$ cat src/rtl/mig_app_pkg.sv
// Shared constants for the MIG application-port arbiter:
// app_cmd codes, FSM state encoding and the write lane-mask helper.
package mig_app_pkg;

    localparam logic [2:0] CMD_WRITE = 3'b000;
    localparam logic [2:0] CMD_READ  = 3'b001;

    localparam logic [2:0] ST_WAIT_CAL = 3'd0;
    localparam logic [2:0] ST_ARB      = 3'd1;
    localparam logic [2:0] ST_CMD      = 3'd2;
    localparam logic [2:0] ST_RD_WAIT  = 3'd3;
    localparam logic [2:0] ST_DONE     = 3'd4;

    // Byte mask for a 128-bit beat: 1 = masked, so only the
    // four bytes of the addressed 32-bit lane are cleared.
    function automatic logic [15:0] lane_mask(input logic [1:0] lane);
        logic [15:0] m;
        m = 16'hFFFF;
        m[4*lane +: 4] = 4'h0;
        return m;
    endfunction

endpackage

$ cat src/rtl/mig_app_arbiter_if.sv
// MIG application port bundle (command, write-data and read-return channels).
// master: drives app_addr/cmd/en/wdf_*, receives rdy/wdf_rdy/rd_data*; slave: the MIG side.
interface mig_app_if #(
    parameter int ADDR_WIDTH = 28,
    parameter int APP_DW     = 128
);
    logic [ADDR_WIDTH-1:0] app_addr;
    logic [2:0]            app_cmd;
    logic                  app_en;
    logic                  app_rdy;
    logic [APP_DW-1:0]     app_wdf_data;
    logic [APP_DW/8-1:0]   app_wdf_mask;
    logic                  app_wdf_wren;
    logic                  app_wdf_end;
    logic                  app_wdf_rdy;
    logic [APP_DW-1:0]     app_rd_data;
    logic                  app_rd_data_valid;

    modport master (
        output app_addr, app_cmd, app_en,
        output app_wdf_data, app_wdf_mask, app_wdf_wren, app_wdf_end,
        input  app_rdy, app_wdf_rdy, app_rd_data, app_rd_data_valid
    );

    modport slave (
        input  app_addr, app_cmd, app_en,
        input  app_wdf_data, app_wdf_mask, app_wdf_wren, app_wdf_end,
        output app_rdy, app_wdf_rdy, app_rd_data, app_rd_data_valid
    );
endinterface

$ cat src/rtl/mig_app_arbiter_rr_arbiter2.sv
// Two-way round-robin grant: req_i -> gnt_vld_o/gnt_idx_o; pointer advances when en_i.
// Ports: clk, rst (async high), req_i[1:0], en_i, gnt_vld_o, gnt_idx_o.
module rr_arbiter2 (
    input  logic       clk,
    input  logic       rst,
    input  logic [1:0] req_i,
    input  logic       en_i,
    output logic       gnt_vld_o,
    output logic       gnt_idx_o
);
    logic last_q, last_d;

    always_comb begin
        gnt_vld_o = |req_i;
        // on a tie the port not granted last time wins
        gnt_idx_o = (&req_i) ? ~last_q : req_i[1];
        last_d    = last_q;
        if (en_i && gnt_vld_o) last_d = gnt_idx_o;
    end

    // reset as "port 1 last" so port 0 wins the first tie
    always_ff @(posedge clk or posedge rst) begin
        if (rst) last_q <= 1'b1;
        else     last_q <= last_d;
    end
endmodule

$ cat src/rtl/mig_app_arbiter.sv
// Shares one MIG app port between fetch (p0) and load/store (p1) word requesters.
// Ports: ui_clk, sys_rst, init_calib_complete, p0_*/p1_* word ports, app (mig_app_if.master).
module mig_app_arbiter
    import mig_app_pkg::*;
#(
    parameter int          ADDR_WIDTH  = 28,
    parameter int          APP_DW      = 128,
    parameter logic [31:0] MEM_LIMIT   = 32'h1000_0000,
    parameter int          TIMEOUT_CYC = 1023
) (
    input  logic        ui_clk,
    input  logic        sys_rst,
    input  logic        init_calib_complete,
    input  logic        p0_req,
    input  logic        p0_we,
    input  logic [31:0] p0_addr,
    input  logic [31:0] p0_wdata,
    output logic        p0_ack,
    output logic [31:0] p0_rdata,
    output logic        p0_err,
    input  logic        p1_req,
    input  logic        p1_we,
    input  logic [31:0] p1_addr,
    input  logic [31:0] p1_wdata,
    output logic        p1_ack,
    output logic [31:0] p1_rdata,
    output logic        p1_err,
    mig_app_if.master   app
);
    localparam int TW = $clog2(TIMEOUT_CYC + 1);
    localparam logic [TW-1:0] TMO_LAST = TW'(TIMEOUT_CYC - 1);

    logic [2:0]            state_q, state_d;
    logic                  port_q, port_d, we_q, we_d;
    logic [1:0]            lane_q, lane_d;
    logic                  en_q, en_d, wren_q, wren_d;
    logic [TW-1:0]         tmo_q, tmo_d;
    logic                  ack0_q, ack0_d, ack1_q, ack1_d;
    logic                  err0_q, err0_d, err1_q, err1_d;
    logic [31:0]           rd0_q, rd0_d, rd1_q, rd1_d;
    logic [ADDR_WIDTH-1:0] aaddr_q, aaddr_d;
    logic [2:0]            cmd_q, cmd_d;
    logic [APP_DW-1:0]     wd_q, wd_d;
    logic [APP_DW/8-1:0]   mask_q, mask_d;

    logic        gnt_vld, gnt_idx, sel_we, tmo_hit;
    logic        fin, fin_err, fin_port;
    logic [31:0] sel_addr, sel_wdata, fin_rd;
    logic        unused_addr_lsbs;

    rr_arbiter2 u_rr (
        .clk       (ui_clk),
        .rst       (sys_rst),
        .req_i     ({p1_req, p0_req}),
        .en_i      (state_q == ST_ARB && init_calib_complete),
        .gnt_vld_o (gnt_vld),
        .gnt_idx_o (gnt_idx)
    );

    assign sel_we    = gnt_idx ? p1_we    : p0_we;
    assign sel_addr  = gnt_idx ? p1_addr  : p0_addr;
    assign sel_wdata = gnt_idx ? p1_wdata : p0_wdata;
    assign tmo_hit   = (tmo_q == TMO_LAST);
    assign unused_addr_lsbs = ^sel_addr[1:0];

    always_comb begin
        state_d = state_q;  port_d = port_q;  we_d = we_q;
        lane_d  = lane_q;   en_d   = en_q;    wren_d = wren_q;
        aaddr_d = aaddr_q;  cmd_d  = cmd_q;   wd_d = wd_q;
        mask_d  = mask_q;   rd0_d  = rd0_q;   rd1_d = rd1_q;
        tmo_d   = tmo_q + 1'b1;
        ack0_d = 1'b0;  ack1_d = 1'b0;
        err0_d = 1'b0;  err1_d = 1'b0;
        fin = 1'b0;  fin_err = 1'b0;  fin_port = port_q;  fin_rd = '0;

        unique case (state_q)
            ST_WAIT_CAL: if (init_calib_complete) state_d = ST_ARB;
            ST_ARB: begin
                if (!init_calib_complete) begin
                    state_d = ST_WAIT_CAL;
                end else if (gnt_vld) begin
                    port_d  = gnt_idx;
                    we_d    = sel_we;
                    lane_d  = sel_addr[3:2];
                    aaddr_d = {sel_addr[ADDR_WIDTH:4], 3'b000};
                    cmd_d   = sel_we ? CMD_WRITE : CMD_READ;
                    wd_d    = {(APP_DW/32){sel_wdata}};
                    mask_d  = lane_mask(sel_addr[3:2]);
                    if (sel_addr >= MEM_LIMIT) begin
                        fin = 1'b1;  fin_err = 1'b1;  fin_port = gnt_idx;
                    end else begin
                        state_d = ST_CMD;
                        en_d    = 1'b1;
                        wren_d  = sel_we;
                        tmo_d   = '0;
                    end
                end
            end
            ST_CMD: begin
                // command and write data retire independently
                en_d   = en_q & ~app.app_rdy;
                wren_d = wren_q & ~app.app_wdf_rdy;
                if (!we_q && en_q && app.app_rdy) begin
                    state_d = ST_RD_WAIT;
                    tmo_d   = '0;
                end else if (we_q && !en_d && !wren_d) begin
                    fin = 1'b1;
                end else if (tmo_hit) begin
                    en_d = 1'b0;  wren_d = 1'b0;
                    fin  = 1'b1;  fin_err = 1'b1;
                end
            end
            ST_RD_WAIT: begin
                if (app.app_rd_data_valid) begin
                    fin    = 1'b1;
                    fin_rd = app.app_rd_data[32*lane_q +: 32];
                end else if (tmo_hit) begin
                    fin = 1'b1;  fin_err = 1'b1;
                end
            end
            ST_DONE: state_d = ST_ARB;
            default: state_d = ST_WAIT_CAL;
        endcase

        // ack/err/rdata register on the edge into DONE, so they show during DONE
        if (fin) begin
            state_d = ST_DONE;
            if (fin_port) begin
                ack1_d = 1'b1;  err1_d = fin_err;  rd1_d = fin_rd;
            end else begin
                ack0_d = 1'b1;  err0_d = fin_err;  rd0_d = fin_rd;
            end
        end
    end

    always_ff @(posedge ui_clk or posedge sys_rst) begin
        if (sys_rst) begin
            state_q <= ST_WAIT_CAL;
            port_q  <= 1'b0;  we_q   <= 1'b0;  lane_q <= '0;
            en_q    <= 1'b0;  wren_q <= 1'b0;  tmo_q  <= '0;
            ack0_q  <= 1'b0;  ack1_q <= 1'b0;
            err0_q  <= 1'b0;  err1_q <= 1'b0;
            rd0_q   <= '0;    rd1_q  <= '0;
            aaddr_q <= '0;    cmd_q  <= '0;
            wd_q    <= '0;    mask_q <= '1;
        end else begin
            state_q <= state_d;
            port_q  <= port_d;  we_q   <= we_d;    lane_q <= lane_d;
            en_q    <= en_d;    wren_q <= wren_d;  tmo_q  <= tmo_d;
            ack0_q  <= ack0_d;  ack1_q <= ack1_d;
            err0_q  <= err0_d;  err1_q <= err1_d;
            rd0_q   <= rd0_d;   rd1_q  <= rd1_d;
            aaddr_q <= aaddr_d; cmd_q  <= cmd_d;
            wd_q    <= wd_d;    mask_q <= mask_d;
        end
    end

    assign p0_ack   = ack0_q;
    assign p0_err   = err0_q;
    assign p0_rdata = rd0_q;
    assign p1_ack   = ack1_q;
    assign p1_err   = err1_q;
    assign p1_rdata = rd1_q;

    assign app.app_addr     = aaddr_q;
    assign app.app_cmd      = cmd_q;
    assign app.app_en       = en_q;
    assign app.app_wdf_data = wd_q;
    assign app.app_wdf_mask = mask_q;
    assign app.app_wdf_wren = wren_q;
    assign app.app_wdf_end  = wren_q;
endmodule

$ cat src/flat_wrapper.sv
// flat-port wrapper written by rule: the top's interface ports become plain ports
module mig_app_arbiter_flat import mig_app_pkg::*;
#(
    parameter int          ADDR_WIDTH  = 28,
    parameter int          APP_DW      = 128,
    parameter logic [31:0] MEM_LIMIT   = 32'h1000_0000,
    parameter int          TIMEOUT_CYC = 1023
)
  (ui_clk, sys_rst, init_calib_complete, p0_req, p0_we, p0_addr, p0_wdata, p0_ack, p0_rdata, p0_err, p1_req, p1_we, p1_addr, p1_wdata, p1_ack, p1_rdata, p1_err, app_app_addr, app_app_cmd, app_app_en, app_app_wdf_data, app_app_wdf_mask, app_app_wdf_wren, app_app_wdf_end, app_app_rdy, app_app_wdf_rdy, app_app_rd_data, app_app_rd_data_valid);
  mig_app_if #(.ADDR_WIDTH(ADDR_WIDTH), .APP_DW(APP_DW)) app_i ();
  input  logic ui_clk;
  input  logic sys_rst;
  input  logic init_calib_complete;
  input  logic p0_req;
  input  logic p0_we;
  input  logic [31:0] p0_addr;
  input  logic [31:0] p0_wdata;
  output logic p0_ack;
  output logic [31:0] p0_rdata;
  output logic p0_err;
  input  logic p1_req;
  input  logic p1_we;
  input  logic [31:0] p1_addr;
  input  logic [31:0] p1_wdata;
  output logic p1_ack;
  output logic [31:0] p1_rdata;
  output logic p1_err;
  output wire logic [$bits(app_i.app_addr)-1:0] app_app_addr;
  output wire logic [$bits(app_i.app_cmd)-1:0] app_app_cmd;
  output wire logic [$bits(app_i.app_en)-1:0] app_app_en;
  output wire logic [$bits(app_i.app_wdf_data)-1:0] app_app_wdf_data;
  output wire logic [$bits(app_i.app_wdf_mask)-1:0] app_app_wdf_mask;
  output wire logic [$bits(app_i.app_wdf_wren)-1:0] app_app_wdf_wren;
  output wire logic [$bits(app_i.app_wdf_end)-1:0] app_app_wdf_end;
  input wire logic [$bits(app_i.app_rdy)-1:0] app_app_rdy;
  input wire logic [$bits(app_i.app_wdf_rdy)-1:0] app_app_wdf_rdy;
  input wire logic [$bits(app_i.app_rd_data)-1:0] app_app_rd_data;
  input wire logic [$bits(app_i.app_rd_data_valid)-1:0] app_app_rd_data_valid;
  assign app_app_addr = app_i.app_addr;
  assign app_app_cmd = app_i.app_cmd;
  assign app_app_en = app_i.app_en;
  assign app_app_wdf_data = app_i.app_wdf_data;
  assign app_app_wdf_mask = app_i.app_wdf_mask;
  assign app_app_wdf_wren = app_i.app_wdf_wren;
  assign app_app_wdf_end = app_i.app_wdf_end;
  assign app_i.app_rdy = app_app_rdy;
  assign app_i.app_wdf_rdy = app_app_wdf_rdy;
  assign app_i.app_rd_data = app_app_rd_data;
  assign app_i.app_rd_data_valid = app_app_rd_data_valid;
  mig_app_arbiter #(.ADDR_WIDTH(ADDR_WIDTH), .APP_DW(APP_DW), .MEM_LIMIT(MEM_LIMIT), .TIMEOUT_CYC(TIMEOUT_CYC)) u_core (.ui_clk(ui_clk), .sys_rst(sys_rst), .init_calib_complete(init_calib_complete), .p0_req(p0_req), .p0_we(p0_we), .p0_addr(p0_addr), .p0_wdata(p0_wdata), .p0_ack(p0_ack), .p0_rdata(p0_rdata), .p0_err(p0_err), .p1_req(p1_req), .p1_we(p1_we), .p1_addr(p1_addr), .p1_wdata(p1_wdata), .p1_ack(p1_ack), .p1_rdata(p1_rdata), .p1_err(p1_err), .app(app_i));
endmodule
$ cat config.mk
export PLATFORM = sky130hd
export DESIGN_NAME = mig_app_arbiter_flat
export DESIGN_NICKNAME = d
export VERILOG_FILES = /design/src/rtl/mig_app_pkg.sv /design/src/rtl/mig_app_arbiter_if.sv /design/src/rtl/mig_app_arbiter_rr_arbiter2.sv /design/src/rtl/mig_app_arbiter.sv /design/src/flat_wrapper.sv
export SDC_FILE = /design/constraint.sdc
export NUM_CORES = 1
export LEC_CHECK = 0
export BUFFER_PORTS_ARGS = -buffer_cell sky130_fd_sc_hd__buf_4
export CORE_AREA = 4 4 196 198
export DETAILED_ROUTE_END_ITERATION = 10
export DIE_AREA = 0 0 200 202
export SLEW_MARGIN = 0
export SYNTH_ARGS = -nofsm -noshare
export SYNTH_HDL_FRONTEND = slang
export SYNTH_SLANG_ARGS = --single-unit
$ cat constraint.sdc
create_clock -name ui_clk -period 6.05 [get_ports ui_clk]
set_input_delay 0.9075 -clock ui_clk [delete_from_list [all_inputs] [get_ports ui_clk]]
set_output_delay 0.9075 -clock ui_clk [all_outputs]
set_load 0.02 [all_outputs]
# Word-level counts from Yosys, hierarchy flattened
# Index checks and enable logic that the tools add are counted.
[word_totals]
ff_bits = 260
inputBits = 266
output_inout_bits = 246
wordCells = 120
[classes]
add_sub_neg = 2
order_cmp = 1
n_eq_ne = 13
shifts = 3
muxes = 57
bitwise_logic = 8
n_reduce_logical = 18
[op_table]
columns = ["operator", "n"]
rows = [
  ["$mux W32", 4],
  ["$shiftx A128 B8 Y32", 1],
  ["$mux W10", 4],
  ["$mux W1", 37],
  ["$neg A4 Y34", 1],
  ["$shift A4 B34 Y16 const A", 1],
  ["$shiftx A4 B34 Y16 const A", 1],
  ["$ge A32 B29 Y1 const B", 1],
  ["$pmux W10 S2", 1],
  ["$mux W3", 6],
  ["$not A16 Y16", 1],
  ["$or A16 B16 Y16", 1],
  ["$pmux W3 S5", 1],
  ["$add A10 B1 Y10 const B", 1],
  ["$eq A10 B10 Y1 const B", 1],
  ["$eq A3 B2 Y1 const B", 2],
  ["$logic_and A1 B1 Y1", 6],
  ["$pmux W1 S3", 2],
  ["$reduce_and A2 Y1", 3],
  ["$reduce_and A5 Y1", 1],
  ["$ne A2 B1 Y1 const B", 2],
  ["$ne A2 B2 Y1 const B", 2],
  ["$ne A4 B2 Y1 const B", 1],
  ["$ne A4 B3 Y1 const B", 1],
  ["13 further kinds", 20],
]

# Longest topological paths before layout
# Gate-level depths: netlist of run 1.
[logic_depth]
ltp_word = 10
ltp_mapped = 9
depth_no_buf = 6

# Modules after synthesis
# Synthesis of run 1 repeated with hierarchy kept, for this count alone.
[unflattened]
hier_cells = 859
hier_area_um2 = 8346.8
[modules_own_cells]
columns = ["mod", "n_inst", "cells_each", "area_per_inst_um2", "seq_area_each_um2"]
rows = [
  ["mig_app_arbiter", 1, 853, 8291.7, 3733.6],
  ["rr_arbiter2", 1, 6, 55.1, 26.3],
]

# Least setup slack after synthesis of run 1
# Ideal clock, no wire load.
[synth_timing]
path_type = "in2reg"
from = "input p1_addr[31]"
to = "register u_core.rd1_q[2] (netlist: u_core.p1_rdata[2])"
setup_time_ns = 0.120
arrival_time_ns = 2.259
required_ns = 5.930
setup_slack_ns = 3.671
cell_stages = 5
path_cell_list = "or4_4 -> a41oi_2 -> clkbuf_1 -> nor2_1 -> a31o_1"
[synth_via]
elab_chain_len = 7
word_cells_on_any_way = 11
cone_classes = "1 x order compare; 9 x mux; 1 x reduce/logical"
[synth_rtl]
columns = ["item", "line", "text"]
rows = [
  ["start: declaration", "flat_wrapper.sv:23", "input logic [31:0] p1_addr;"],
  ["$mux W32 (*)", "mig_app_arbiter.sv:61", "assign sel_addr = gnt_idx ? p1_addr : p0_addr;"],
  ["$ge A32 B29 Y1 (*)", "mig_app_arbiter.sv:89", "if (sel_addr >= MEM_LIMIT) begin"],
  ["$mux W1", "mig_app_arbiter.sv:89", ""],
  ["$mux W1", "mig_app_arbiter.sv:81", "end else if (gnt_vld) begin"],
  ["$mux W1", "mig_app_arbiter.sv:79", "if (!init_calib_complete) begin"],
  ["$pmux W1 S3 / $mux W1 (equally long branches)", "mig_app_arbiter.sv:76", "unique case (state_q)"],
  ["$reduce_and A2 Y1 (no source line) (*)", "n/a", ""],
  ["end signal: assignment", "mig_app_arbiter.sv:152", "rd0_q <= rd0_d; rd1_q <= rd1_d;"],
  ["end: declaration", "mig_app_arbiter.sv:40", "logic [31:0] rd0_q, rd0_d, rd1_q, rd1_d;"],
]
# Every way passes the cells marked *; elsewhere a longest branch is shown, timed or not.
# A chain may end at the register's enable or synchronous reset.

# Worst setup path after layout of run 1
[layout_timing]
from = "register u_core.state_q[1]"
to = "register u_core.rd1_q[16] (netlist: u_core.p1_rdata[16])"
[layout_via]
elab_chain_len = 3
word_cells_on_any_way = 7
cone_classes = "3 x eq/ne; 3 x mux; 1 x reduce/logical"
[layout_rtl]
columns = ["item", "line", "text"]
rows = [
  ["start: declaration", "mig_app_arbiter.sv:33", "logic [2:0] state_q, state_d;"],
  ["start signal: assignment", "mig_app_arbiter.sv:147", "state_q <= state_d;"],
  ["$eq A3 B2 Y1 / $eq A3 B1 Y1 (equally long branches)", "mig_app_arbiter.sv:76", ""],
  ["$pmux W1 S3 / $mux W1 (equally long branches)", "mig_app_arbiter.sv:76", ""],
  ["$reduce_and A2 Y1 (no source line)", "n/a", ""],
]
# Several ways; a longest one is shown, not always the timed one.

==> out/metrics.json, run 1 <==
{
  "run_status": "completed",
  "critical_path.slowest_cell": "sky130_fd_sc_hd__nand3_2",
  "required_time_at_the_endpoint_of_the_critical_path_ns": 6.36,
  "grt-ovfl-total": 0,
  "cpLargestDelayFamily": "simple AND/OR/NAND/NOR gates",
  "synth_sequential_area_ratio": 0.4515,
  "post_synth_most_frequent_cells": "sky130_fd_sc_hd__nand2_1, sky130_fd_sc_hd__dfrtp_1, sky130_fd_sc_hd__nor2_1, sky130_fd_sc_hd__buf_4, sky130_fd_sc_hd__a31o_1",
  "synth.area.top_cells": "sky130_fd_sc_hd__dfrtp_1, sky130_fd_sc_hd__buf_4, sky130_fd_sc_hd__mux4_2, sky130_fd_sc_hd__nand2_1, sky130_fd_sc_hd__a31o_1",
  "final_critical_delay_including_setup_and_external_delays_ns": 2.897,
  "cts_inserted_buffers": 17,
  "place.port_buffers": 502,
  "floorplan.rows": 70,
  "grt_max_degree": 109,
  "filler_cell_count": 3756,
  "detail_route.first_pass.iterations": 4,
  "timing_worst_setup_path_type": "register to register",
  "clockRootBuffer": "sky130_fd_sc_hd__clkbuf_16",
  "place_hpwl_mm": 25.85,
  "via_count_of_the_first_global_routing_pass": 8248,
  "synth_enable_flop_cells": 0,
  "detail_route.vias_per_cell": 4.559,
  "setup-tns-final_ns": 0,
  "rsz_0062_raised_after_global_routing": "false",
  "critical_path_start_type": "register",
  "worst-slew-pin-transition_ns": 1.163,
  "detail-route-antenna-nets": 0,
  "timing.final.max_slew_violations": 0,
  "cts_htree_levels": 4,
  "dieWidth_um": 200,
  "drt-wirelength-per-cell_um": 19.68,
  "tritoncts_num_sinks": 150,
  "tritoncts": "built",
  "post-cts-setup-buffer-count": 0,
  "slew_headroom": 0.2216,
  "mappedNetlistArea_mm2": 0.008327,
  "gr-usage-all-layers": 0.1586,
  "cell_area_placed_mm2": 0.01169,
  "fin_cells": 1704,
  "postSynthCellCount": 866,
  "finalHoldViolations": 0,
  "drt_wl_total_mm": 33.54,
  "final_layout_size_suffix_gt1_frac": 0.4797,
  "irDropWorstVdd_mv": 0.1973,
  "leakage_nw": 5.919,
  "synth.top_cell.area_share": 0.4358,
  "timing.critical_path.buf_inv": 0,
  "synth_ff_type": "sky130_fd_sc_hd__dfrtp_1",
  "ctsLongestPathBuffers": 2,
  "die_height_um": 202,
  "max_cap_violations": 0,
  "drc_viols": 0,
  "io-pin-count": 512,
  "worst-path-max-fanout": 34,
  "die_outline_area_mm2": 0.04040,
  "yosys_register_bits": 150,
  "final_gp_congestion": 0.8292,
  "initial_core_util": 0.2280,
  "syn_to_final_growth_pct": 47.50,
  "cp-end-kind": "register",
  "finalNetCount": 1490,
  "critPathMaxStageDelay_ns": 0.79,
  "finalSetupViolCount": 0,
  "via_count": 7769,
  "crit_path_cell_trace": "and4bb_1, and2_4, nand3_2, a31o_1",
  "worst-endpoint-arrival_ns": 3.21,
  "first_pass_grt_wire_length_mm": 49.06,
  "max_freq_ghz": 0.3452,
  "detailedRoute.firstIterationViolations": 297,
  "placed_cells_incl_taps": 1671,
  "hold_path_class": "register to register",
  "clkLatencyLatePin_ns": 0.43,
  "cts.clk_slew.worst_paths_ns": 0.06,
  "final_area_mm2": 0.01228,
  "async_reset_ff_frac": 1.000,
  "ctsHoldBuffers": 0,
  "pwr_density_cell_mw_per_mm2": 466.6,
  "core_area_mm2": 0.03652,
  "post-synth-top-area-cell": "sky130_fd_sc_hd__dfrtp_1",
  "grt_antenna_before_repair": 2,
  "syn-mean-instance-area_um2": 9.615,
  "yosys.cell_types.count": 49,
  "regToRegSetupSlack_ns": 3.15,
  "synth.yosys.warnings": 0,
  "final.setup_skew_ns": 0.007481,
  "synth_most_common_cell": "sky130_fd_sc_hd__nand2_1",
  "cts_resized": 0,
  "fin_crit_sh": 0.4788
}
==> logic make-up (layout without fill, tap and decap cells) <==
kind of cell	Yosys count	after routing	synth area share
buf+inv	181	545	0.1373
compound gates	159	159	0.1421
fa+ha+maj	2	2	0.003005
xor+xnor	8	8	0.008415
flops	150	150	0.4515
other cells	1	7	0.0004504
simple gates	327	327	0.1630
mux	38	38	0.09406
==> metrics by stage <==
step	util	worst slack (ns)	power, W	hold slack, ns
floorplan	-	1.114	0.003748	0.4621
global placement	0.3199	2.705	0.004655	0.4707
detailed placement	0.3199	2.668	0.004696	0.4680
CTS	0.3361	3.126	0.005823	0.4840
global route	0.3363	2.957	0.006091	0.4970
finish	0.3363	3.153	0.005731	0.4825
==> tightest hold or removal path, cell delays in order, from the launching register on <==
cell and delay, ns:
sky130_fd_sc_hd__dfrtp_1 0.34, sky130_fd_sc_hd__nand2_1 0.05, sky130_fd_sc_hd__nand2_1 0.06
==> final timing paths <==
path / startpoint / endpoint / cells after the start
setup / recovery: u_core.state_q[1] / u_core.p1_rdata[16] / 4
hold / removal: u_core.app.app_cmd[0] / u_core.app.app_cmd[0] / 2
setup reg to reg: u_core.state_q[1] / u_core.p1_rdata[16] / 4
hold reg to reg: u_core.app.app_cmd[0] / u_core.app.app_cmd[0] / 2
max in group asynchronous: sys_rst / u_core.tmo_q[9] / 3
min in group asynchronous: sys_rst / u_core.app.app_wdf_data[111] / 2
==> sequential cells by signal, summed over array words and instances (netlist names) <==
signal and count:
u_core.app.app_wdf_end 1, u_core.app.app_wdf_mask 4, u_core.u_rr.last_q 1, u_core.tmo_q 10
u_core.p0_err 1, u_core.p0_ack 1, u_core.we_q 1, u_core.port_q 1
u_core.app.app_addr 25, u_core.app.app_en 1, u_core.p1_rdata 32, u_core.state_q 3
u_core.lane_q 2, u_core.app.app_wdf_data 32, u_core.p1_err 1, u_core.app.app_cmd 1
u_core.p0_rdata 32, u_core.p1_ack 1
==> power by group <==
| part | switching, W | total, W | internal, W |
|---|---|---|---|
| registers | 0.000406 | 0.00173 | 0.00132 |
| clock network | 0.000429 | 0.00110 | 0.000668 |
| logic | 0.00163 | 0.00291 | 0.00128 |
| total | 0.00246 | 0.00573 | 0.00327 |
==> metal layers <==
| metal | vias to the layer above | GRT usage | part of all wire |
|---|---|---|---|
| li1 | 3598 | - | - |
| met1 | 3745 | 0.1732 | 0.37 |
| met2 | 382 | 0.2837 | 0.51 |
| met3 | 44 | 0.04734 | 0.077 |
| met4 | 0 | 0.06526 | 0.036 |
| met5 | - | 0 | 0 |
==> layout make-up <==
class	count	area, um2	area share
multi-input cells	539	3490	0.2841
diodes	2	5.005	0.0004075
flip-flops and latches	150	3761	0.3062
clock inverters	8	123.9	0.01009
inverters	4	20.02	0.001630
well taps	468	585.6	0.04768
repair buffers	510	3829	0.3117
clock buffers	23	467.9	0.03810
==> layout by cell type, fill, tap and decap left out, drive strengths merged, types with 9 or more instances in the layout <==
master / instances
a31oi: 59
clkbuf: 23
nand2: 163
mux4: 32
a21oi: 12
nor2: 133
buf: 510
dfrtp: 145
o21ai: 9
a31o: 64
Note: power is estimated with default switching activity, not from simulation.
==> run 2, diff against run 1 <==
--- a/config.mk
+++ b/config.mk
@@ -6,9 +6,9 @@
 export NUM_CORES = 1
 export LEC_CHECK = 0
 export BUFFER_PORTS_ARGS = -buffer_cell sky130_fd_sc_hd__buf_4
-export CORE_AREA = 4 4 196 198
+export CORE_AREA = 4 4 199 201
 export DETAILED_ROUTE_END_ITERATION = 10
-export DIE_AREA = 0 0 200 202
+export DIE_AREA = 0 0 203 205
 export SLEW_MARGIN = 0
 export SYNTH_ARGS = -nofsm -noshare
 export SYNTH_HDL_FRONTEND = slang
==> constraint.sdc (replaced) <==
create_clock -name ui_clk -period 2.5 [get_ports ui_clk]
set_input_delay 0.375 -clock ui_clk [delete_from_list [all_inputs] [get_ports ui_clk]]
set_output_delay 0.375 -clock ui_clk [all_outputs]
set_load 0.02 [all_outputs]
==> run 2 against run 1 <==
Against the previous run:
- final area up 2.4%
- die area is 3.0% higher
- routed wire length is 0.31% higher
- count of clock-buffer cells in the layout is 3 lower
- critical endpoint is now u_core.p1_err
- sequential share of layout area decreased by 0.72 points
- sequential cell count did not move
- total power grew 150%
- critical path type unchanged
- combinational power grew to 2.5 times the previous value
- via count increased by 1.1%
- clock power rose by 140%
- clock skew rose by 0.0070 ns
- worst hold slack worse by 0.41 ns
==> out/metrics.json, run 2 (synthesis gave the netlist of run 1 again) <==
{
  "leakage": {"value": 6.046, "unit": "nW", "change": "+2.1%"},
  "detail_route.vias_per_cell": {"value": 4.460, "change": "-2.2%"},
  "final_layout_size_suffix_gt1_frac": {"value": 0.4872, "change": "+0.007459"},
  "drt_wl_total": {"value": 33.65, "unit": "mm", "change": "+0.31%"},
  "wl_met3": {"value": 2.989, "unit": "mm", "change": "+16%"},
  "core_area": {"value": 0.03758, "unit": "mm2", "change": "+2.9%"},
  "worst-slew-pin-transition": {"value": 1.110, "unit": "ns", "change": "-0.05290 ns"},
  "clkLatencyLatePin": {"value": 0.44, "unit": "ns", "change": "about the same"},
  "timing_worst_setup_path_type": "register to register",
  "critical_path.slowest_cell": "sky130_fd_sc_hd__o21ai_4",
  "worst-path-max-fanout": {"value": 34, "change": "unchanged"},
  "most-common-layout-cells": "sky130_fd_sc_hd__buf_4, sky130_fd_sc_hd__nand2_1, sky130_fd_sc_hd__dfrtp_1",
  "cts_resized": {"value": 0, "change": "unchanged"},
  "slew_headroom": {"value": 0.2570, "change": "+0.03540"},
  "final.setup_skew": {"value": 0.01443, "unit": "ns", "change": "+0.006951 ns"},
  "tritoncts": "built",
  "die_height": {"value": 205, "unit": "um", "change": "+1.5%"},
  "detail_route.first_pass.iterations": {"value": 5, "change": "+1"},
  "highest_layer": "met5",
  "syn_to_final_growth_pct": 51.04,
  "final_util": {"value": 0.3347, "change": "-0.001582"},
  "grt-ovfl-total": {"value": 0, "change": "unchanged"},
  "irDropWorstVdd": {"value": 0.4592, "unit": "mV", "change": "+130%"},
  "required_time_at_the_endpoint_of_the_critical_path": {"value": 2.76, "unit": "ns", "change": "-3.60 ns"},
  "post-layout-total-power": {"value": 0.01412, "unit": "W", "change": "+150%"},
  "first_pass_grt_wire_length": {"value": 49.39, "unit": "mm", "change": "+0.67%"},
  "worst-endpoint-arrival": {"value": 2.58, "unit": "ns", "change": "-0.63 ns"},
  "pwr_density_cell": {"value": 1122, "unit": "mW/mm2", "change": "+140%"},
  "crit_path_cell_trace": "and4b_1, a41o_1, o21ai_4, a22oi_1",
  "post-cts-setup-buffer-count": {"value": 0, "change": "unchanged"},
  "gr-usage-all-layers": {"value": 0.1562, "change": "-0.002391"},
  "via_count": {"value": 7854, "change": "+1.1%"},
  "drt-wirelength-per-cell": {"value": 19.11, "unit": "um", "change": "-2.9%"},
  "critPathMaxStageDelay": {"value": 0.90, "unit": "ns", "change": "+0.11 ns"},
  "tritoncts_num_sinks": {"value": 150, "change": "unchanged"},
  "ctsHoldBuffers": {"value": 0, "change": "unchanged"},
  "detailedRoute.firstIterationViolations": {"value": 300, "change": "+1.0%"},
  "timing.final.max_slew_violations": {"value": 0, "change": "unchanged"},
  "cts_inserted_buffers": {"value": 17, "change": "unchanged"},
  "antennaDiodeCount": {"value": 0, "change": "-2"},
  "run_status": "completed",
  "detail-route-antenna-nets": {"value": 0, "change": "unchanged"},
  "grt_max_degree": {"value": 79, "change": "-28%"},
  "drc_viols": {"value": 0, "change": "unchanged"},
  "place_hpwl": {"value": 26.28, "unit": "mm", "change": "+1.7%"},
  "cts_htree_levels": {"value": 4, "change": "unchanged"},
  "final_critical_delay_including_setup_and_external_delays": {"value": 2.321, "unit": "ns", "change": "-0.5759 ns"},
  "drt-met1-wl": {"value": 12.33, "unit": "mm", "change": "-1.9%"},
  "met2_wirelength": {"value": 17.22, "unit": "mm", "change": "+0.31%"},
  "finalNetCount": {"value": 1508, "change": "+1.2%"},
  "cts.clk_slew.worst_paths": {"value": 0.06, "unit": "ns", "change": "about the same"},
  "via_count_of_the_first_global_routing_pass": {"value": 8240, "change": "-0.097%"},
  "cp-end-kind": "register",
  "setup-tns-final": {"value": 0, "unit": "ns", "change": "unchanged"},
  "leading_cell_type_in_the_layout_fill_and_taps_excluded": "sky130_fd_sc_hd__buf_4",
  "initial_core_util": {"value": 0.2216, "change": "-0.006399"},
  "finalSetupViolCount": {"value": 0, "change": "unchanged"},
  "place.port_buffers": {"value": 502, "change": "unchanged"},
  "max_freq": {"value": 0.4309, "unit": "GHz", "change": "+25%"},
  "fin_crit_sh": {"value": 0.9283, "change": "+0.4495"},
  "floorplan.rows": {"value": 71, "change": "+1.4%"},
  "critical_path_start_type": "register",
  "ctsLongestPathBuffers": {"value": 2, "change": "unchanged"},
  "dieWidth": {"value": 203, "unit": "um", "change": "+1.5%"},
  "max_cap_violations": {"value": 0, "change": "unchanged"},
  "final_gp_congestion": {"value": 0.8664, "change": "+4.5%"},
  "io-pin-count": {"value": 512, "change": "unchanged"},
  "clockRootBuffer": "sky130_fd_sc_hd__clkbuf_16",
  "grt_antenna_before_repair": {"value": 1, "change": "-1"},
  "hold_path_class": "input pin to asynchronous set/reset pin",
  "rsz_0062_raised_after_global_routing": "false",
  "finalHoldViolations": {"value": 0, "change": "unchanged"},
  "die_outline_area": {"value": 0.04162, "unit": "mm2", "change": "+3.0%"}
}
-- run 2: cell types whose count changed in the layout (fill, tap and decap cells not counted) --
cell | before | now
sky130_fd_sc_hd__bufinv_16 | 3 | 4
sky130_fd_sc_hd__clkbuf_1 | 4 | 3
sky130_fd_sc_hd__inv_6 | 1 | 0
sky130_fd_sc_hd__buf_4 | 510 | 519
sky130_fd_sc_hd__diode_2 | 2 | 0
sky130_fd_sc_hd__clkbuf_8 | 2 | 0
sky130_fd_sc_hd__buf_12 | 0 | 9
sky130_fd_sc_hd__clkinv_4 | 1 | 2
-- run 2: cell type report --
type	count	area [um2]
Sequential cell	150	3761
Clock inverter	9	155.1
Inverter	4	18.77
Timing Repair Buffer	528	4076
Clock buffer	20	436.7
Fill cell	3911	25000
Multi-Input combinational cell	539	3490
Tap cell	511	639.4
-- run 2: power breakdown --
part | total, W | switching (W) | internal [W] | leakage, nW
registers | 0.00408 | 0.000890 | 0.00319 | 1.88
clock network | 0.00269 | 0.00104 | 0.00165 | 0.286
logic | 0.00734 | 0.00405 | 0.00329 | 3.88
total | 0.0141 | 0.00598 | 0.00814 | 6.05
-- run 2: worst paths after layout --
kind	from	end	slack, ns	cells after the start
worst max-delay path	u_core.state_q[0]	u_core.p1_err	0.18	4
worst min-delay path	sys_rst	u_core.p1_rdata[19]	0.07	3
worst max register to register	u_core.state_q[0]	u_core.p1_err	0.18	4
worst min register to register	u_core.app.app_cmd[0]	u_core.app.app_cmd[0]	0.49	2
max in group asynchronous	sys_rst	u_core.app.app_wdf_mask[3]	2.01	3
min in group ui_clk	p0_req	u_core.u_rr.last_q	0.14	2
-- run 2: per-layer routing --
layer,global-route usage,vias up
met2,0.2748,368
met4,0.06717,2
li1,-,3625
met1,0.1700,3821
met3,0.05636,38
met5,0,-
-- run 2: critical path, delay by kind of cell (launching register included) --
family / cells / cell delay (ns)
AO/OA/AOI/OAI: 3 / 1.42
flip-flops: 1 / 0.47
AND/OR/NAND/NOR: 1 / 0.25
-- run 2: stage by stage --
stage	setup WS [ns]	instances	cell area, um2	hold WS (ns)
finish	0.1792	1761	12580	0.06862
global route	0.04024	1761	12580	0.09762
CTS	0.1376	1761	12580	0.07228
detailed placement	0.1651	1732	11990	0.4768
global placement	0.1745	1732	11990	0.4718
floorplan	0.2401	870	8346	0.4450
==> run 3, diff against run 2 <==
==> constraint.sdc (replaced) <==
create_clock -name ui_clk -period 1.86 [get_ports ui_clk]
set_input_delay 0.279 -clock ui_clk [delete_from_list [all_inputs] [get_ports ui_clk]]
set_output_delay 0.279 -clock ui_clk [all_outputs]
set_load 0.02 [all_outputs]
==> run 3 against run 2 <==
Against the previous run:
- non-clock buffer count increased by 21
- final cell count is 1.5% higher
- sequential power increased by 32%
- core utilization is 0.79 points higher
- global-route usage grew 0.077 points
- total power is 36% higher
- via count up 0.67%
- largest power group unchanged
- final area up 2.3%
- clock power increased by 39%
- count of clock-buffer cells in the layout increased by 2
- combinational power grew 38%
==> out/metrics.json, run 3 (synthesis gave the netlist of run 1 again) <==
{
  "drc_viols": {"value": 0, "change": "unchanged"},
  "detail-route-antenna-nets": {"value": 0, "change": "unchanged"},
  "timing_worst_setup_path_type": "register to register",
  "final_util": {"value": 0.3426, "change": "+0.007859"},
  "detailedRoute.firstIterationViolations": {"value": 313, "change": "+4.3%"},
  "cts.clk_slew.worst_paths": {"value": 0.07, "unit": "ns", "change": "about the same"},
  "final.setup.worst_slack": {"value": 0.09575, "unit": "ns", "change": "-0.08340 ns"},
  "critical_path_start_type": "register",
  "irDropWorstVdd": {"value": 0.7080, "unit": "mV", "change": "+54%"},
  "leakage": {"value": 6.192, "unit": "nW", "change": "+2.4%"},
  "tritoncts_num_sinks": {"value": 150, "change": "unchanged"},
  "crit_path_cell_trace": "nand3b_1, nor4_4, buf_4, o21ai_4, buf_12, a31o_1",
  "first_pass_grt_wire_length": {"value": 49.73, "unit": "mm", "change": "+0.68%"},
  "cell_area_placed": {"value": 0.01221, "unit": "mm2", "change": "+1.8%"},
  "hold_path_class": "input pin to register",
  "leading_cell_type_in_the_layout_fill_and_taps_excluded": "sky130_fd_sc_hd__buf_4",
  "initial_core_util": {"value": 0.2216, "change": "unchanged"},
  "critical_path.slowest_cell": "sky130_fd_sc_hd__dfrtp_1",
  "via_count": {"value": 7907, "change": "+0.67%"},
  "final_layout_size_suffix_gt1_frac": {"value": 0.4992, "change": "+0.01202"},
  "pwr_density_cell": {"value": 1496, "unit": "mW/mm2", "change": "+33%"},
  "gr-usage-all-layers": {"value": 0.1569, "change": "+0.0007697"},
  "cts_inserted_buffers": {"value": 17, "change": "unchanged"},
  "worst-endpoint-arrival": {"value": 2.08, "unit": "ns", "change": "-0.50 ns"},
  "core_area": {"value": 0.03758, "unit": "mm2", "change": "unchanged"},
  "floorplan.rows": {"value": 71, "change": "unchanged"},
  "die_height": {"value": 205, "unit": "um", "change": "unchanged"},
  "place_hpwl": {"value": 26.74, "unit": "mm", "change": "+1.7%"},
  "critPathMaxStageDelay": {"value": 0.44, "unit": "ns", "change": "-0.46 ns"},
  "rsz_0062_raised_after_global_routing": "false",
  "clockRootBuffer": "sky130_fd_sc_hd__clkbuf_16",
  "cp-end-kind": "register",
  "die_outline_area": {"value": 0.04162, "unit": "mm2", "change": "unchanged"},
  "finalSetupViolCount": {"value": 0, "change": "unchanged"},
  "io-pin-count": {"value": 512, "change": "unchanged"},
  "post-layout-total-power": {"value": 0.01925, "unit": "W", "change": "+36%"},
  "grt_max_degree": {"value": 61, "change": "-23%"},
  "worst-path-max-fanout": {"value": 28, "change": "-18%"},
  "required_time_at_the_endpoint_of_the_critical_path": {"value": 2.18, "unit": "ns", "change": "-0.58 ns"},
  "ctsLongestPathBuffers": {"value": 2, "change": "unchanged"},
  "final_critical_delay_including_setup_and_external_delays": {"value": 1.764, "unit": "ns", "change": "-0.5566 ns"},
  "finalHoldViolations": {"value": 0, "change": "unchanged"},
  "final_area": {"value": 0.01287, "unit": "mm2", "change": "+2.3%"},
  "final.setup_skew": {"value": 0.01281, "unit": "ns", "change": "-0.001623 ns"},
  "grt_antenna_before_repair": {"value": 2, "change": "+1"},
  "filler_cell_count": {"value": 3908, "change": "-0.077%"},
  "wl_met3": {"value": 2.861, "unit": "mm", "change": "-4.3%"},
  "via_count_of_the_first_global_routing_pass": {"value": 8156, "change": "-1.0%"},
  "timing.critical_path.buf_inv": {"value": 2, "change": "+2"},
  "syn_to_final_growth_pct": 54.59,
  "timing.final.max_slew_violations": {"value": 0, "change": "unchanged"},
  "highest_layer": "met4",
  "clkLatencyLatePin": {"value": 0.44, "unit": "ns", "change": "about the same"},
  "grt-ovfl-total": {"value": 0, "change": "unchanged"},
  "most-common-layout-cells": "sky130_fd_sc_hd__buf_4, sky130_fd_sc_hd__nand2_1, sky130_fd_sc_hd__dfrtp_1",
  "drt_wl_total": {"value": 34.09, "unit": "mm", "change": "+1.3%"},
  "tritoncts": "built",
  "finalNetCount": {"value": 1529, "change": "+1.4%"},
  "max_cap_violations": {"value": 0, "change": "unchanged"},
  "placement.setup.worst_slack": {"value": -0.1416, "unit": "ns", "change": "-0.3067 ns"},
  "cpLargestDelayFamily": "simple AND/OR/NAND/NOR gates",
  "run_status": "completed",
  "cts_htree_levels": {"value": 4, "change": "unchanged"},
  "drt-met1-wl": {"value": 12.84, "unit": "mm", "change": "+4.1%"},
  "fin_crit_sh": {"value": 0.9485, "change": "+0.02018"},
  "dieWidth": {"value": 203, "unit": "um", "change": "unchanged"},
  "detail_route.vias_per_cell": {"value": 4.425, "change": "-0.79%"},
  "place.port_buffers": {"value": 502, "change": "unchanged"},
  "met2_wirelength": {"value": 17.36, "unit": "mm", "change": "+0.84%"},
  "detail_route.first_pass.iterations": {"value": 4, "change": "-1"},
  "final_gp_congestion": {"value": 0.8522, "change": "-1.6%"},
  "drt-wirelength-per-cell": {"value": 19.08, "unit": "um", "change": "-0.15%"},
  "max_freq": {"value": 0.5668, "unit": "GHz", "change": "+32%"}
}
==> run 3: changes by cell type in the layout (fill, tap and decap cells not counted), moves of 2 or more <==
cell	change
sky130_fd_sc_hd__inv_6	+2
sky130_fd_sc_hd__buf_12	+8
sky130_fd_sc_hd__buf_4	+12
sky130_fd_sc_hd__clkbuf_8	+3
sky130_fd_sc_hd__diode_2	+2
==> run 3: what timing repair did <==
action | in CTS | in global routing
hold buffers | 1 | 0
pin swaps | 0 | 2
setup endpoints to repair | 4 | 67
resized for setup | 0 | 3
gates cloned | 0 | 0
buffers inserted | 1 | 3
endpoints found under the hold margin | 13 | 0
==> run 3: routing by layer <==
layer / up-vias / global-route usage
li1: 3677 / -
met1: 3817 / 0.1780
met2: 375 / 0.2775
met3: 38 / 0.04512
met4: 0 / 0.06474
met5: - / 0
==> run 3: report_power, final <==
group / switching (W) / leakage (nW) / internal, W / total, W
Combinational: 0.00558 / 4.02 / 0.00455 / 0.0101
Clock: 0.00152 / 0.297 / 0.00223 / 0.00375
Sequential: 0.00109 / 1.87 / 0.00429 / 0.00538
Total: 0.00818 / 6.19 / 0.0111 / 0.0193
==> run 3: worst paths after layout <==
kind / from / to / slack (ns) / depth (start not counted)
hold / removal: p0_req / u_core.u_rr.last_q / 0.05 / 2
min in group asynchronous: sys_rst / u_core.p0_rdata[26] / 0.42 / 3
max in group asynchronous: sys_rst / u_core.lane_q[0] / 0.79 / 4
setup / recovery: u_core.state_q[2] / u_core.p1_rdata[14] / 0.1 / 6
setup reg to reg: u_core.state_q[2] / u_core.p1_rdata[14] / 0.1 / 6
hold reg to reg: u_core.app.app_cmd[0] / u_core.app.app_cmd[0] / 0.49 / 2
==> run 3: through the flow <==
step | cells | hold WS (ns) | TNS, ns
after floorplan | 870 | 0.3490 | -44.06
after global placement | 1748 | 0.3229 | -3.197
after detailed placement | 1748 | 0.3287 | -4.002
after CTS | 1782 | 0.01224 | 0
after global routing | 1787 | 0.03745 | 0
final | 1787 | 0.05485 | 0
==> run 3: final cells by class <==
cell class	instances	area, um2	area share
Tap cell	511	639.4	0.04967
Inverter	4	18.77	0.001458
Antenna cell	2	5.005	0.0003888
Multi-Input combinational cell	539	3491	0.2712
Clock inverter	10	145.1	0.01128
Sequential cell	150	3762	0.2923
Timing Repair Buffer	549	4337	0.3369
Clock buffer	22	474.2	0.03684
==> run 3: worst register-to-register path: cells and delay by family (launching register included) <==
kind,cells,cell delay [ns]
buffers and inverters,2,0.36
AOI/OAI and AO/OA,2,0.32
and+or+nand+nor,2,0.52
DFF,1,0.44
